==> config.mk <==
export PLATFORM = sky130hd
export DESIGN_NAME = ffnn_load_infer_controller
export DESIGN_NICKNAME = d
export VERILOG_FILES = /design/src/rtl/ffnn_load_infer_controller_pkg.sv /design/src/rtl/ffnn_load_infer_controller_assembler.sv /design/src/rtl/ffnn_load_infer_controller.sv
export SDC_FILE = /design/constraint.sdc
export NUM_CORES = 1
export LEC_CHECK = 0
export BUFFER_PORTS_ARGS = -buffer_cell sky130_fd_sc_hd__buf_2
export CORE_ASPECT_RATIO = 0.9
export CORE_MARGIN = 1
export CORE_UTILIZATION = 53
export CTS_BUF_LIST = sky130_fd_sc_hd__clkbuf_8
export CTS_CLUSTER_DIAMETER = 50
export DETAILED_ROUTE_END_ITERATION = 10
export PLACE_DENSITY = 0.82
export SYNTH_ARGS = -nofsm -noshare
export SYNTH_HDL_FRONTEND = slang
export SYNTH_SLANG_ARGS = --single-unit
==> constraint.sdc <==
create_clock -name clk -period 2 [get_ports clk]
set_input_delay 0.2 -clock clk [delete_from_list [all_inputs] [get_ports clk]]
set_output_delay 0.2 -clock clk [all_outputs]
set_load 0.01 [all_outputs]
==> src/rtl/ffnn_load_infer_controller_pkg.sv <==
// Shared types and helpers for the FFNN load/infer controller.
// Covers the Q-format unit constant, the word counts per layer and the controller state encoding.
package ffnn_pkg;

   localparam logic [31:0] ONE = 32'h0001_0000;

   function automatic logic [63:0] q_one(input int unsigned w);
      return 64'd1 << (w / 2);
   endfunction

   function automatic int unsigned W1_WORDS(input int unsigned i, input int unsigned h,
                                            input int unsigned b);
      return (i + b) * h;
   endfunction

   function automatic int unsigned W2_WORDS(input int unsigned h, input int unsigned o,
                                            input int unsigned b);
      return (h + b) * o;
   endfunction

   typedef enum logic [2:0] {
      ST_IDLE  = 3'd0,
      ST_LOAD  = 3'd1,
      ST_READY = 3'd2,
      ST_ISSUE = 3'd3,
      ST_WAIT  = 3'd4,
      ST_RESP  = 3'd5
   } state_t;

endpackage

==> src/rtl/ffnn_load_infer_controller_assembler.sv <==
// Byte-to-word assembler for NN weights: shifts little-endian bytes into a word and
// emits one registered write per word with its (layer, n, m) address in load order.
module ffnn_weight_word_assembler #(
   parameter int BITS_PER_WORD       = 32,
   parameter int INPUT_VECTOR_SIZE   = 2,
   parameter int HIDDEN_LAYER_SIZE   = 2,
   parameter int OUTPUT_VECTOR_SIZE  = 1,
   parameter int BIAS_SIZE           = 1,
   parameter int CLOG2_MAX_WEIGHTS_N = 2,
   parameter int CLOG2_MAX_WEIGHTS_M = 2
) (
   input  logic                           clk,
   input  logic                           reset_n,
   input  logic                           clear,
   input  logic                           byte_valid,
   input  logic [7:0]                     byte_data,
   output logic                           full,
   output logic                           word_valid,
   output logic                           word_last,
   output logic [BITS_PER_WORD-1:0]       word_data,
   output logic                           word_layer,
   output logic [CLOG2_MAX_WEIGHTS_N-1:0] word_n,
   output logic [CLOG2_MAX_WEIGHTS_M-1:0] word_m
);

   localparam int BPW = BITS_PER_WORD / 8;
   localparam int BCW = (BPW > 1) ? $clog2(BPW) : 1;
   localparam int NW  = CLOG2_MAX_WEIGHTS_N;
   localparam int MW  = CLOG2_MAX_WEIGHTS_M;

   logic [BCW-1:0]           byte_cnt;
   logic                     layer;
   logic [NW-1:0]            n;
   logic [MW-1:0]            m;
   logic [BITS_PER_WORD-1:0] shift;
   logic                     take;
   logic                     last_byte;
   logic                     n_last;
   logic                     m_last;

   assign take      = byte_valid && !full && !clear;
   assign last_byte = (byte_cnt == BCW'(BPW - 1));
   assign n_last    = layer ? (n == NW'(HIDDEN_LAYER_SIZE + BIAS_SIZE - 1))
                            : (n == NW'(INPUT_VECTOR_SIZE + BIAS_SIZE - 1));
   assign m_last    = layer ? (m == MW'(OUTPUT_VECTOR_SIZE - 1))
                            : (m == MW'(HIDDEN_LAYER_SIZE - 1));

   // Newest byte enters at the top, so after BPW bytes byte0 lands in bits [7:0].
   always_ff @(posedge clk) begin
      if (take)
         shift <= {byte_data, shift[BITS_PER_WORD-1:8]};
   end

   always_ff @(posedge clk) begin
      if (!reset_n) begin
         byte_cnt   <= '0;
         layer      <= 1'b0;
         n          <= '0;
         m          <= '0;
         full       <= 1'b0;
         word_valid <= 1'b0;
         word_last  <= 1'b0;
         word_data  <= '0;
         word_layer <= 1'b0;
         word_n     <= '0;
         word_m     <= '0;
      end else begin
         word_valid <= 1'b0;
         word_last  <= 1'b0;
         if (clear) begin
            byte_cnt <= '0;
            layer    <= 1'b0;
            n        <= '0;
            m        <= '0;
            full     <= 1'b0;
         end else if (take) begin
            if (last_byte) begin
               byte_cnt   <= '0;
               word_valid <= 1'b1;
               word_data  <= {byte_data, shift[BITS_PER_WORD-1:8]};
               word_layer <= layer;
               word_n     <= n;
               word_m     <= m;
               // m is the inner index; layer 1 follows the last layer-0 row.
               if (layer && n_last && m_last) begin
                  word_last <= 1'b1;
                  full      <= 1'b1;
               end
               if (!m_last) begin
                  m <= m + 1'b1;
               end else begin
                  m <= '0;
                  if (!n_last) begin
                     n <= n + 1'b1;
                  end else begin
                     n     <= '0;
                     layer <= 1'b1;
                  end
               end
            end else begin
               byte_cnt <= byte_cnt + 1'b1;
            end
         end
      end
   end

endmodule

==> src/rtl/ffnn_load_infer_controller.sv <==
// Sequencer in front of the NN: loads weights from a byte stream, then serves
// one inference request at a time and returns the captured NN result.
module ffnn_load_infer_controller
   import ffnn_pkg::*;
#(
   parameter int BITS_PER_WORD       = 32,
   parameter int INPUT_VECTOR_SIZE   = 2,
   parameter int HIDDEN_LAYER_SIZE   = 2,
   parameter int OUTPUT_VECTOR_SIZE  = 1,
   parameter int BIAS_SIZE           = 1,
   parameter int CLOG2_MAX_WEIGHTS_N = 2,
   parameter int CLOG2_MAX_WEIGHTS_M = 2,
   parameter int RESULT_LATENCY      = 1
) (
   input  logic                                        clk,
   input  logic                                        reset_n,
   input  logic                                        cfg_start,
   input  logic                                        cfg_valid,
   output logic                                        cfg_ready,
   input  logic [7:0]                                  cfg_byte,
   input  logic                                        req_valid,
   output logic                                        req_ready,
   input  logic [INPUT_VECTOR_SIZE-1:0]                req_data,
   output logic                                        resp_valid,
   input  logic                                        resp_ready,
   output logic [BITS_PER_WORD*OUTPUT_VECTOR_SIZE-1:0] resp_data,
   output logic                                        loaded,
   output logic [15:0]                                 infer_count,
   output logic                                        nn_weights_en,
   output logic                                        nn_weights_layer_address,
   output logic [CLOG2_MAX_WEIGHTS_N-1:0]              nn_weights_n_address,
   output logic [CLOG2_MAX_WEIGHTS_M-1:0]              nn_weights_m_address,
   output logic [BITS_PER_WORD-1:0]                    nn_weights_data,
   output logic                                        nn_in_en,
   output logic [INPUT_VECTOR_SIZE-1:0]                nn_in_data,
   input  logic [BITS_PER_WORD*OUTPUT_VECTOR_SIZE-1:0] nn_out_data
);

   localparam int LCW = $clog2(RESULT_LATENCY + 1);

   state_t         state;
   state_t         state_nxt;
   logic [LCW-1:0] wait_cnt;
   logic           asm_full;
   logic           word_last;
   logic           wait_done;

   ffnn_weight_word_assembler #(
      .BITS_PER_WORD      (BITS_PER_WORD),
      .INPUT_VECTOR_SIZE  (INPUT_VECTOR_SIZE),
      .HIDDEN_LAYER_SIZE  (HIDDEN_LAYER_SIZE),
      .OUTPUT_VECTOR_SIZE (OUTPUT_VECTOR_SIZE),
      .BIAS_SIZE          (BIAS_SIZE),
      .CLOG2_MAX_WEIGHTS_N(CLOG2_MAX_WEIGHTS_N),
      .CLOG2_MAX_WEIGHTS_M(CLOG2_MAX_WEIGHTS_M)
   ) u_asm (
      .clk       (clk),
      .reset_n   (reset_n),
      .clear     (cfg_start),
      .byte_valid(cfg_valid && (state == ST_LOAD)),
      .byte_data (cfg_byte),
      .full      (asm_full),
      .word_valid(nn_weights_en),
      .word_last (word_last),
      .word_data (nn_weights_data),
      .word_layer(nn_weights_layer_address),
      .word_n    (nn_weights_n_address),
      .word_m    (nn_weights_m_address)
   );

   assign cfg_ready = (state == ST_LOAD) && !asm_full;
   assign req_ready = (state == ST_READY);
   assign nn_in_en  = (state == ST_ISSUE);
   assign wait_done = (wait_cnt == LCW'(RESULT_LATENCY));

   always_ff @(posedge clk) begin
      if (!reset_n)
         state <= ST_IDLE;
      else
         state <= state_nxt;
   end

   always_comb begin
      state_nxt = state;
      if (cfg_start) begin
         state_nxt = ST_LOAD;
      end else begin
         case (state)
            ST_LOAD:  if (nn_weights_en && word_last) state_nxt = ST_READY;
            ST_READY: if (req_valid)                  state_nxt = ST_ISSUE;
            ST_ISSUE:                                 state_nxt = ST_WAIT;
            ST_WAIT:  if (wait_done)                  state_nxt = ST_RESP;
            ST_RESP:  if (resp_ready)                 state_nxt = ST_READY;
            default:                                  state_nxt = state;
         endcase
      end
   end

   // A reload drops any request in flight without counting it.
   always_ff @(posedge clk) begin
      if (!reset_n) begin
         loaded      <= 1'b0;
         resp_valid  <= 1'b0;
         resp_data   <= '0;
         nn_in_data  <= '0;
         infer_count <= '0;
         wait_cnt    <= '0;
      end else if (cfg_start) begin
         loaded     <= 1'b0;
         resp_valid <= 1'b0;
      end else begin
         case (state)
            ST_LOAD:  if (nn_weights_en && word_last) loaded <= 1'b1;
            ST_READY: if (req_valid) nn_in_data <= req_data;
            ST_ISSUE: wait_cnt <= LCW'(1);
            ST_WAIT: begin
               if (wait_done) begin
                  resp_data  <= nn_out_data;
                  resp_valid <= 1'b1;
               end else begin
                  wait_cnt <= wait_cnt + 1'b1;
               end
            end
            ST_RESP: begin
               if (resp_ready) begin
                  resp_valid  <= 1'b0;
                  infer_count <= infer_count + 16'd1;
               end
            end
            default: ;
         endcase
      end
   end

endmodule

==> results by group, run 1 <==
Status
  – Status: completed

Global route
  – First-pass GRT wire length: roughly 18 mm
  – Vias in the first global route: about 4,000
  – Initial antenna violation count: 0
  – GRT Overall Usage: about a quarter
  – Pin count of the biggest net entering global routing: 46
  – Grt total ovfl: 0

Worst setup path
  – Buffer and inverter count on the worst path: 0
  – Worst r2r dst: u_asm.n[0]$_SDFFE_PP0P_
  – Crit Path Max Fanout: 12
  – CP required: between 2000 and 2500 ps
  – Critical path depth in cells: 4
  – Worst Setup EP: u_asm.n[0]$_SDFFE_PP0P_
  – FF-to-FF Start: state[2]$_SDFFE_PP0P_
  – Worst reg-to-reg setup slack: approximately 200 ps
  – Slowest-stage cell, CP: or4_1
  – WS Path Type: flop to flop
  – Setup crit end kind: flop
  – Slowest stage delay, CP: 500 ps
  – CP cell instances: nor4b_4, nand3_2, or4_1, a21oi_1
  – Worst reg-to-reg path cell count: 4
  – Setup crit start kind: flop
  – Critical path arrival: between 2000 and 2500 ps
  – Crit path from: state[2]$_SDFFE_PP0P_
  – Top delay family on crit path: simple AND/OR/NAND/NOR gates

STA
  – Slew headroom: roughly 66%
  – Min Tclk post-route: approximately 1800 ps
  – Setup Viol. Count Final: 0
  – Setup Skew: between 15 and 20 ps
  – Fin. max-slew vios: 0
  – Worst-Margin Slew: between 500 and 600 ps
  – Peak Freq: around 560 MHz
  – RSZ-0062 raised after global routing: no
  – Final Hold Vio Count: 0
  – Setup_tns: 0 ps
  – Final Cycle Share: between 90% and 100%

Clocking
  – Worst-Skew Late Latency: 420 ps
  – H-tree depth: 4
  – Clk Tree Root Cell: clkbuf_8
  – CTS tree: done
  – Clock sink total: roughly 130
  – Num CTS Buffers: 17
  – Clock slew at reported path FFs: about 80 ps
  – Clock Tree Buf Depth: 2
  – Post_cts resized: 0

Place
  – Gpl congestion: between 0.8 and 0.9
  – Dpl hpwl: between 7 and 8 mm
  – Port Buffers: 140
  – Placed cell areas: between 0.005 and 0.006 sq mm

Cells and area
  – Share of cells above drive strength 1: a little over a quarter
  – NumNets Final: just over 700
  – Highest-count cells in the layout ignoring fill and taps: nand2_1 (162), buf_2 (140), dfxtp_1 (103), a21oi_1 (84), edfxtp_1 (24)
  – Core Util, Final: a little under three quarters
  – Cell area after layout: roughly 0.006 sq mm
  – Area grow syn2layout: 29.86%
  – N_diodes: 0
  – Commonest non-fill, non-tap cell in the layout: nand2_1

Route
  – TritonRoute pass-1 iters: 4
  – Vias: approximately 4,200
  – Drc violations: 0
  – Routed Antenna Nets: 0
  – Metal-1 WL: ~4.6 mm
  – WL met3: between 800 and 900 um
  – Final wirelength: 11.20 mm
  – Metal2 WL: approximately 5.5 mm
  – Top sig layer: met4
  – Initial drt markers: 232
  – Drt wl/cell: about 14 um
  – Vias per cell: around 5.2

Synthesis
  – Yosys cell types: 42
  – Syn Std Cell Area: between 0.004 and 0.005 sq mm
  – FF+latch count, synth: about 130
  – Main flop type after synthesis: dfxtp_1
  – Asr flop ratio synth: 0%
  – Post-synthesis sequential area ratio: 59.20%
  – Synthesized area per cell: about 9.1 sq um
  – EDFF count, synth: 24
  – Post-Syn Nets: 568
  – Synth warn: 0
  – Synthesized instance count: between 500 and 600

Job
  – Max Cap Viol: 0

Power and ir drop
  – Power Density: slightly above 800 mW/mm^2
  – Static Leak: between 2 and 2.5 nW
  – Max rail drop VDD: 0.0005846 V

Floorplan
  – Row Count: 32
  – Core Box Area: roughly 0.0086 sq mm
  – Die Span Y: 91.35 um
  – Initial core utilization: approximately 55%
  – Die W: about 100 um
  – Die Footprint: 0.009251 sq mm
  – Num ports: between 100 and 150

Min path
  – Worst Hold Class: input pin to flop
## metrics by stage
stage | instances | hold slack [ps] | worst slack [ps] | power [mW]
floorplan | 516 | 298.9 | 201.9 | 2.734
global route | 805 | 0.5869 | 46.37 | 5.176
detailed placement | 756 | 395.2 | 254.9 | 2.810
finish | 805 | 22.01 | 199.7 | 5.010
global placement | 756 | 393.6 | 336.8 | 2.804
CTS | 805 | 1.931 | 201.5 | 5.047
## worst min-delay path by stage
stage	startpoint	to	slack, ps	cells past startpoint
final	nn_out_data[9]	resp_data[9]$_SDFFE_PN0P_	20	3
after global routing	nn_out_data[11]	resp_data[11]$_SDFFE_PN0P_	0.6	3
after CTS	nn_out_data[28]	resp_data[28]$_SDFFE_PN0P_	2	3
after detailed placement	cfg_byte[6]	u_asm.shift[30]$_DFFE_PP_	400	1
after global placement	cfg_byte[6]	u_asm.shift[30]$_DFFE_PP_	390	1
after floorplan	cfg_byte[0]	u_asm.shift[24]$_DFFE_PP_	300	0
## synth_stat cells, types with 2 or more instances
cell type,n,area share (%)
nor3b_1,2,0.32
nor2b_1,5,0.67
and2_1,2,0.27
nand2_1,162,13
nand2b_1,7,0.93
and4_1,2,0.37
ha_1,4,1.1
clkbuf_1,21,1.7
inv_1,6,0.48
a22oi_1,2,0.32
o21ai_0,4,0.43
nand4_1,7,0.93
edfxtp_1,24,15
mux2i_1,6,1.3
buf_2,7,0.75
dfxtp_1,103,44
nor4_1,6,0.80
xnor2_1,9,1.7
nor3_1,2,0.21
nand3_1,8,0.85
buf_4,2,0.32
nor2_1,20,1.6
and3_1,2,0.27
o21a_1,2,0.32
a21oi_1,84,8.9
## registers in the layout, indices dropped and copies added, names as in the netlist, 3 cells and up
signal           flops
state                3
u_asm.word_data     32
infer_count         16
resp_data           32
u_asm.shift         24
## power by group
group          switching, mW  internal (mW)  total (mW)
clock                   1.00           1.23        2.23
combinational         0.0844         0.0732       0.158
sequential           0.00802           2.61        2.62
total                   1.10           3.92        5.01
## repair_timing
action	in CTS	in global routing
setup buffers	0	0
setup endpoints to repair	0	0
endpoints found under the hold margin	17	0
hold buffers	17	0
## layer usage
metal	GRT usage, %	up-vias
li1	-	2050
met1	29.64	1936
met2	42.40	149
met3	9.315	24
met4	9.662	0
met5	0	-
## cells by family after synthesis
kind of cell	Yosys count	synth area share, %
XOR/XNOR	9	1.677
adder cells (fa/ha/maj)	4	1.065
AND/OR/NAND/NOR	237	22.81
flip-flops	127	59.20
AO/OA/AOI/OAI	96	10.67
multiplexers	6	1.278
buffers and inverters	37	3.300
## area by class of cell
class	instances	area (sq um)
multi-input cells	352	1763
fillers	676	2464
clock buffers	17	234.0
well taps	119	148.9
clock inverters	15	171.4
flip-flops and latches	127	2783
repair buffers	168	978.4
inverters	7	26.28
## worst reg2reg max path, stage by stage (launching register included)
cell and delay [ps]:
dfxtp_1 440, nor4b_4 470, nand3_2 170, or4_1 500, a21oi_1 150
No activity file was read; power rests on OpenSTA's default activity.
==> run 2: changes to the inputs <==
- CELL_PAD_IN_SITES_DETAIL_PLACEMENT: default -> 1
- CELL_PAD_IN_SITES_GLOBAL_PLACEMENT: default -> 1
- CORE_UTILIZATION: 53 -> 39
- PLACE_DENSITY: 0.82 -> default
- PLACE_DENSITY_LB_ADDON: default -> 0.1
==> run 2 against run 1 <==
Die area up 35%. Largest cell class unchanged. Utilization shrank 16 points. Combinational power up 23%. Critical endpoint is now nn_in_en. Global-route usage fell by 4.3 points.
==> results by group, run 2 (synthesis results as in run 1) <==
STA
  – Setup_tns: 0 ps (unchanged)
  – Setup Viol. Count Final: 0 (unchanged)
  – Min Tclk post-route: 1736 ps (-63.89 ps)
  – Final Cycle Share: 86.82% (-3.2 points)
  – Fin. max-slew vios: 0 (unchanged)
  – Hold_ws: 29.82 ps (+7.813 ps)
  – Setup Skew: 6.909 ps (-8.337 ps)
  – Worst-Margin Slew: 513.1 ps (+7.496 ps)
  – RSZ-0062 raised after global routing: no
  – Final Hold Vio Count: 0 (unchanged)
  – Peak Freq: 575.9 MHz (+3.7%)
  – Slew headroom: 65.79% (-0.50 points)

Cells and area
  – Highest-count cells in the layout ignoring fill and taps: nand2_1 (162), buf_2 (140), dfxtp_1 (103), a21oi_1 (84), dlygate4sd3_1 (38)
  – Cell area after layout: 0.006351 sq mm (+4.0%)
  – Commonest non-fill, non-tap cell in the layout: nand2_1
  – Finished Layout Cells: 862 (+7.1%)
  – N_diodes: 0 (unchanged)
  – Fillcell total: 1,379 (+100%)
  – NumNets Final: 746 (+2.9%)
  – Share of cells above drive strength 1: 25.35% (-1.6 points)
  – Area grow syn2layout: 35.11%
  – Largest regs: resp_data: 32 flops, u_asm.word_data: 32 flops, u_asm.shift: 24 flops

Worst setup path
  – Slowest-stage cell, CP: dfxtp_1
  – Crit Path Max Fanout: 9 (-3)
  – Critical path arrival: 1540 ps (-600 ps)
  – Setup crit end kind: output port
  – WS Path Type: flop to output port
  – Buffer and inverter count on the worst path: 2 (+2)
  – Setup crit start kind: flop
  – CP cell instances: buf_4, nor2b_1, and2_1, buf_2
  – Worst reg-to-reg setup slack: 310 ps (+110 ps)
  – Slowest stage delay, CP: 350 ps (-150 ps)
  – CP required: 1800 ps (-540 ps)
  – Top delay family on crit path: simple AND/OR/NAND/NOR gates

Global route
  – GRT Overall Usage: 21.16% (-4.3 points)
  – Vias in the first global route: 4,361 (+9.1%)
  – Grt total ovfl: 0 (unchanged)
  – First-pass GRT wire length: 20.93 mm (+15%)
  – Pin count of the biggest net entering global routing: 83 (+80%)
  – Initial antenna violation count: 0 (unchanged)

Route
  – Drc violations: 0 (unchanged)
  – TritonRoute pass-1 iters: 4 (unchanged)
  – Drt wl/cell: 14.72 um (+5.8%)
  – Vias per cell: 4.812 (-6.9%)
  – Initial drt markers: 183 (-21%)
  – Vias: 4,148 (-0.26%)
  – Final wirelength: 12.69 mm (+13%)
  – Routed Antenna Nets: 0 (unchanged)

Floorplan
  – Die W: 117.7 um (+16%)
  – Row Count: 37 (+16%)
  – Num ports: 141 (unchanged)
  – Core Box Area: 0.01157 sq mm (+35%)
  – Die Footprint: 0.01250 sq mm (+35%)
  – Die Span Y: 106.2 um (+16%)
  – Initial core utilization: 40.62% (-14 points)

Place
  – Dpl hpwl: 7.907 mm (+6.8%)
  – Gpl congestion: 0.7671 (-9.8%)
  – Port Buffers: 140 (unchanged)
  – Placed cell areas: 0.005600 sq mm (+1.3%)
  – Cell count after placement: 793 (+4.9%)

Power and ir drop
  – Static Leak: 2.588 nW (+4.0%)
  – Max rail drop VDD: 0.0004750 V (-19%)
  – Power Density: 780.6 mW/mm^2 (-4.9%)

Clocking
  – CTS tree: done
  – Post_cts resized: 0 (unchanged)
  – Clk Tree Root Cell: clkbuf_8
  – Hold Buf Count CTS: 38 (+21)
  – Worst-Skew Late Latency: 430 ps (about the same)
  – H-tree depth: 4 (unchanged)
  – Clock Tree Buf Depth: 2 (unchanged)
  – Clock slew at reported path FFs: 70 ps (about the same)
  – Post-CTS Setup Bufs: 0 (unchanged)
  – Clock sink total: 127 (unchanged)
  – Num CTS Buffers: 17 (unchanged)

Min path
  – Worst Hold Class: input pin to flop

Status
  – Status: completed

Job
  – Max Cap Viol: 0 (unchanged)
==> run 2: cell type report <==
| class | count | area [sq um] | share of cell area, % |
|---|---|---|---|
| sequential | 127 | 2783 | 43.81 |
| clock inverter | 14 | 136.4 | 2.147 |
| timing repair buffer | 189 | 1214 | 19.11 |
| clock buffer | 17 | 234.0 | 3.684 |
| multi-input combinational | 352 | 1763 | 27.76 |
| inverter | 7 | 26.28 | 0.4137 |
| tap | 156 | 195.2 | 3.073 |
==> run 2: power by group <==
group	internal, mW	switching, mW	leakage (nW)
logic	0.101	0.0931	1.33
clock network	1.18	0.958	0.210
registers	2.62	0.00598	1.05
total	3.90	1.06	2.59
==> run 2: final timing paths <==
| path | start | end | cells after the start |
|---|---|---|---|
| min reg2reg | u_asm.word_data[8]$_SDFFE_PN0P_ | u_asm.word_data[8]$_SDFFE_PN0P_ | 2 |
| min | nn_out_data[30] | resp_data[30]$_SDFFE_PN0P_ | 3 |
| max reg2reg | state[2]$_SDFFE_PP0P_ | resp_data[12]$_SDFFE_PN0P_ | 6 |
| max | state[0]$_SDFFE_PN0P_ | nn_in_en | 4 |
==> run 2: per-layer routing <==
metal  vias to the layer above  track usage, %  wire (um)
met5                         -               0          0
met4                         0           7.967        165
met3                        11           7.296        763
met2                       100           35.04       6027
met1                      1948           25.37       5735
li1                       2089               -          -
==> run 2: per-stage QoR <==
stage,power [mW],setup slack (ps),util (%)
4_1_cts,5.024,227.6,54.88
6_report,4.958,263.5,54.88
2_1_floorplan,2.734,201.9,-
3_3_place_gp,2.812,377.5,48.39
3_5_place_dp,2.814,304.6,48.39
5_1_grt,5.151,147.6,54.88
==> run 2: tightest hold or removal path: cells and delay by family <==
family | cells | cell delay [ps]
buffers and inverters | 1 | 100
AO/OA/AOI/OAI | 1 | 60
AND/OR/NAND/NOR | 1 | 50
==> run 3: changes to the inputs <==
- CORE_UTILIZATION: 39 -> 31
- REMOVE_ABC_BUFFERS: default -> 1
==> run 3 against run 2 <==
Via count increased by 2.0%. Non-clock buffer count increased by 4. Highest routed layer unchanged. Clock power increased by 8%.
==> results by group, run 3 (synthesis results as in run 1) <==
Clocking
  – Post_cts resized: 0 (unchanged)
  – Post-CTS Setup Bufs: 0 (unchanged)
  – Num CTS Buffers: 17 (unchanged)
  – Clock slew at reported path FFs: 80 ps (about the same)
  – Clock Tree Buf Depth: 2 (unchanged)
  – Clock sink total: 127 (unchanged)
  – H-tree depth: 4 (unchanged)
  – Worst-Skew Late Latency: 450 ps (+20 ps)
  – Hold Buf Count CTS: 42 (+11%)
  – Clk Tree Root Cell: clkbuf_8
  – CTS tree: done

Worst setup path
  – Critical path arrival: 1640 ps (+100 ps)
  – CP required: 1800 ps (about the same)
  – Slowest stage delay, CP: 420 ps (+70 ps)
  – Slowest-stage cell, CP: dfxtp_1
  – Worst reg-to-reg setup slack: 300 ps (about the same)
  – WS Path Type: flop to output port
  – Setup crit start kind: flop
  – Worst reg-to-reg path cell count: 4 (-2)
  – Crit Path Max Fanout: 6 (-3)
  – Setup crit end kind: output port
  – CP cell instances: buf_4, nor2b_1, and2_1, buf_2

Cells and area
  – N_diodes: 0 (unchanged)
  – Highest-count cells in the layout ignoring fill and taps: nand2_1 (162), buf_2 (140), dfxtp_1 (103), a21oi_1 (84), dlygate4sd3_1 (42)
  – Fillcell total: 1,783 (+29%)
  – Area grow syn2layout: 37.72%
  – Cell area after layout: 0.006474 sq mm (+1.9%)
  – Largest regs: resp_data: 32 flops, u_asm.word_data: 32 flops, u_asm.shift: 24 flops
  – NumNets Final: 750 (+0.54%)
  – Share of cells above drive strength 1: 26.02% (+0.67 points)
  – Commonest non-fill, non-tap cell in the layout: nand2_1

Route
  – Final wirelength: 12.88 mm (+1.4%)
  – Vias per cell: 4.653 (-3.3%)
  – Drt wl/cell: 14.16 um (-3.8%)
  – Drc violations: 0 (unchanged)
  – Routed Antenna Nets: 0 (unchanged)
  – Initial drt markers: 179 (-2.2%)
  – TritonRoute pass-1 iters: 5 (+1)
  – Vias: 4,230 (+2.0%)

Floorplan
  – Die Span Y: 118.8 um (+12%)
  – Row Count: 42 (+14%)
  – Core Box Area: 0.01477 sq mm (+28%)
  – Die W: 131.8 um (+12%)
  – Initial core utilization: 31.83% (-8.8 points)
  – Die Footprint: 0.01566 sq mm (+25%)
  – Num ports: 141 (unchanged)

STA
  – Setup Skew: 16.27 ps (+9.360 ps)
  – Final Cycle Share: 92.13% (+5.3 points)
  – Fin. max-slew vios: 0 (unchanged)
  – Min Tclk post-route: 1843 ps (+106.2 ps)
  – Setup ws final: 157.4 ps (-106.2 ps)
  – Worst-Margin Slew: 479.3 ps (-33.80 ps)
  – Hold_ws: 130.5 ps (+100.7 ps)
  – Slew headroom: 67.78% (+2.0 points)
  – Final Hold Vio Count: 0 (unchanged)
  – RSZ-0062 raised after global routing: no
  – Setup Viol. Count Final: 0 (unchanged)
  – Peak Freq: 542.7 MHz (-5.8%)

Min path
  – Worst Hold Class: input pin to flop
  – Hold path cells: 4 (+1)

Power and ir drop
  – Max rail drop VDD: 0.0005258 V (+11%)
  – Static Leak: 2.611 nW (+0.87%)
  – Power Density: 793.5 mW/mm^2 (+1.6%)

Place
  – Dpl hpwl: 8.322 mm (+5.2%)
  – Port Buffers: 140 (unchanged)
  – Placed cell areas: 0.005640 sq mm (+0.71%)
  – Pre-CTS setup slack: 216.7 ps (-87.85 ps)
  – Gpl congestion: 0.7629 (-0.55%)

Global route
  – GRT Overall Usage: 17.22% (-3.9 points)
  – Grt total ovfl: 0 (unchanged)
  – First-pass GRT wire length: 21.18 mm (+1.2%)
  – Initial antenna violation count: 0 (unchanged)
  – Pin count of the biggest net entering global routing: 71 (-14%)
  – Vias in the first global route: 4,330 (-0.71%)

Status
  – Status: completed

Job
  – Max Cap Viol: 0 (unchanged)
[run 3: cell count changes in the layout (fill, tap and decap cells not counted), sizes merged]
cell,change
clkbuf,+1
clkinv,+2
inv,-2
dlygate4sd3,+4
[run 3: report_power, final]
| group | internal [mW] | total, mW | switching [mW] |
|---|---|---|---|
| clock network | 1.26 | 2.31 | 1.05 |
| registers | 2.61 | 2.62 | 0.00614 |
| logic | 0.106 | 0.203 | 0.0961 |
[run 3: worst paths after layout]
check	from	to
hold reg to reg	u_asm.word_data[1]$_SDFFE_PN0P_	u_asm.word_data[1]$_SDFFE_PN0P_
setup / recovery	state[0]$_SDFFE_PN0P_	nn_in_en
hold / removal	resp_ready	state[2]$_SDFFE_PP0P_
setup reg to reg	state[0]$_SDFFE_PN0P_	infer_count[9]$_SDFFE_PN0P_
[run 3: layer usage]
metal  up-vias  GRT usage (%)  share of wire (%)  wire length (um)
li1       2099              -                  -                 -
met1      2001          20.77                 46              5945
met2       114          28.17                 47              5998
met4         0          5.669                1.2               154
met3        16          6.513                6.0               778
met5         -              0                  0                 0
[run 3: worst max-delay path, delay by kind of cell, from the launching register on]
kind                   cells  cell delay (ps)
AND/OR/NAND/NOR            2              480
flip-flops                 1              420
buffers and inverters      2              290
[run 3: layout make-up]
class                   instances  area (sq um)  share of cell area [%]
well taps                     198         247.7                   3.827
inverters                       7         26.28                  0.4059
clock inverters                14         165.2                   2.551
clock buffers                  18         247.7                   3.827
multi-input cells             352          1763                   27.23
repair buffers                193          1241                   19.17
flip-flops and latches        127          2783                   42.98
[run 3: metrics by stage]
| step | instances | power [mW] | util (%) | setup TNS, ps |
|---|---|---|---|---|
| 2_1_floorplan | 486 | 2.723 | - | -862.1 |
| 3_3_place_gp | 835 | 2.814 | 38.20 | 0 |
| 3_5_place_dp | 835 | 2.817 | 38.20 | 0 |
| 4_1_cts | 909 | 5.231 | 43.84 | 0 |
| 5_1_grt | 909 | 5.337 | 43.84 | 0 |
| 6_report | 909 | 5.137 | 43.84 | 0 |
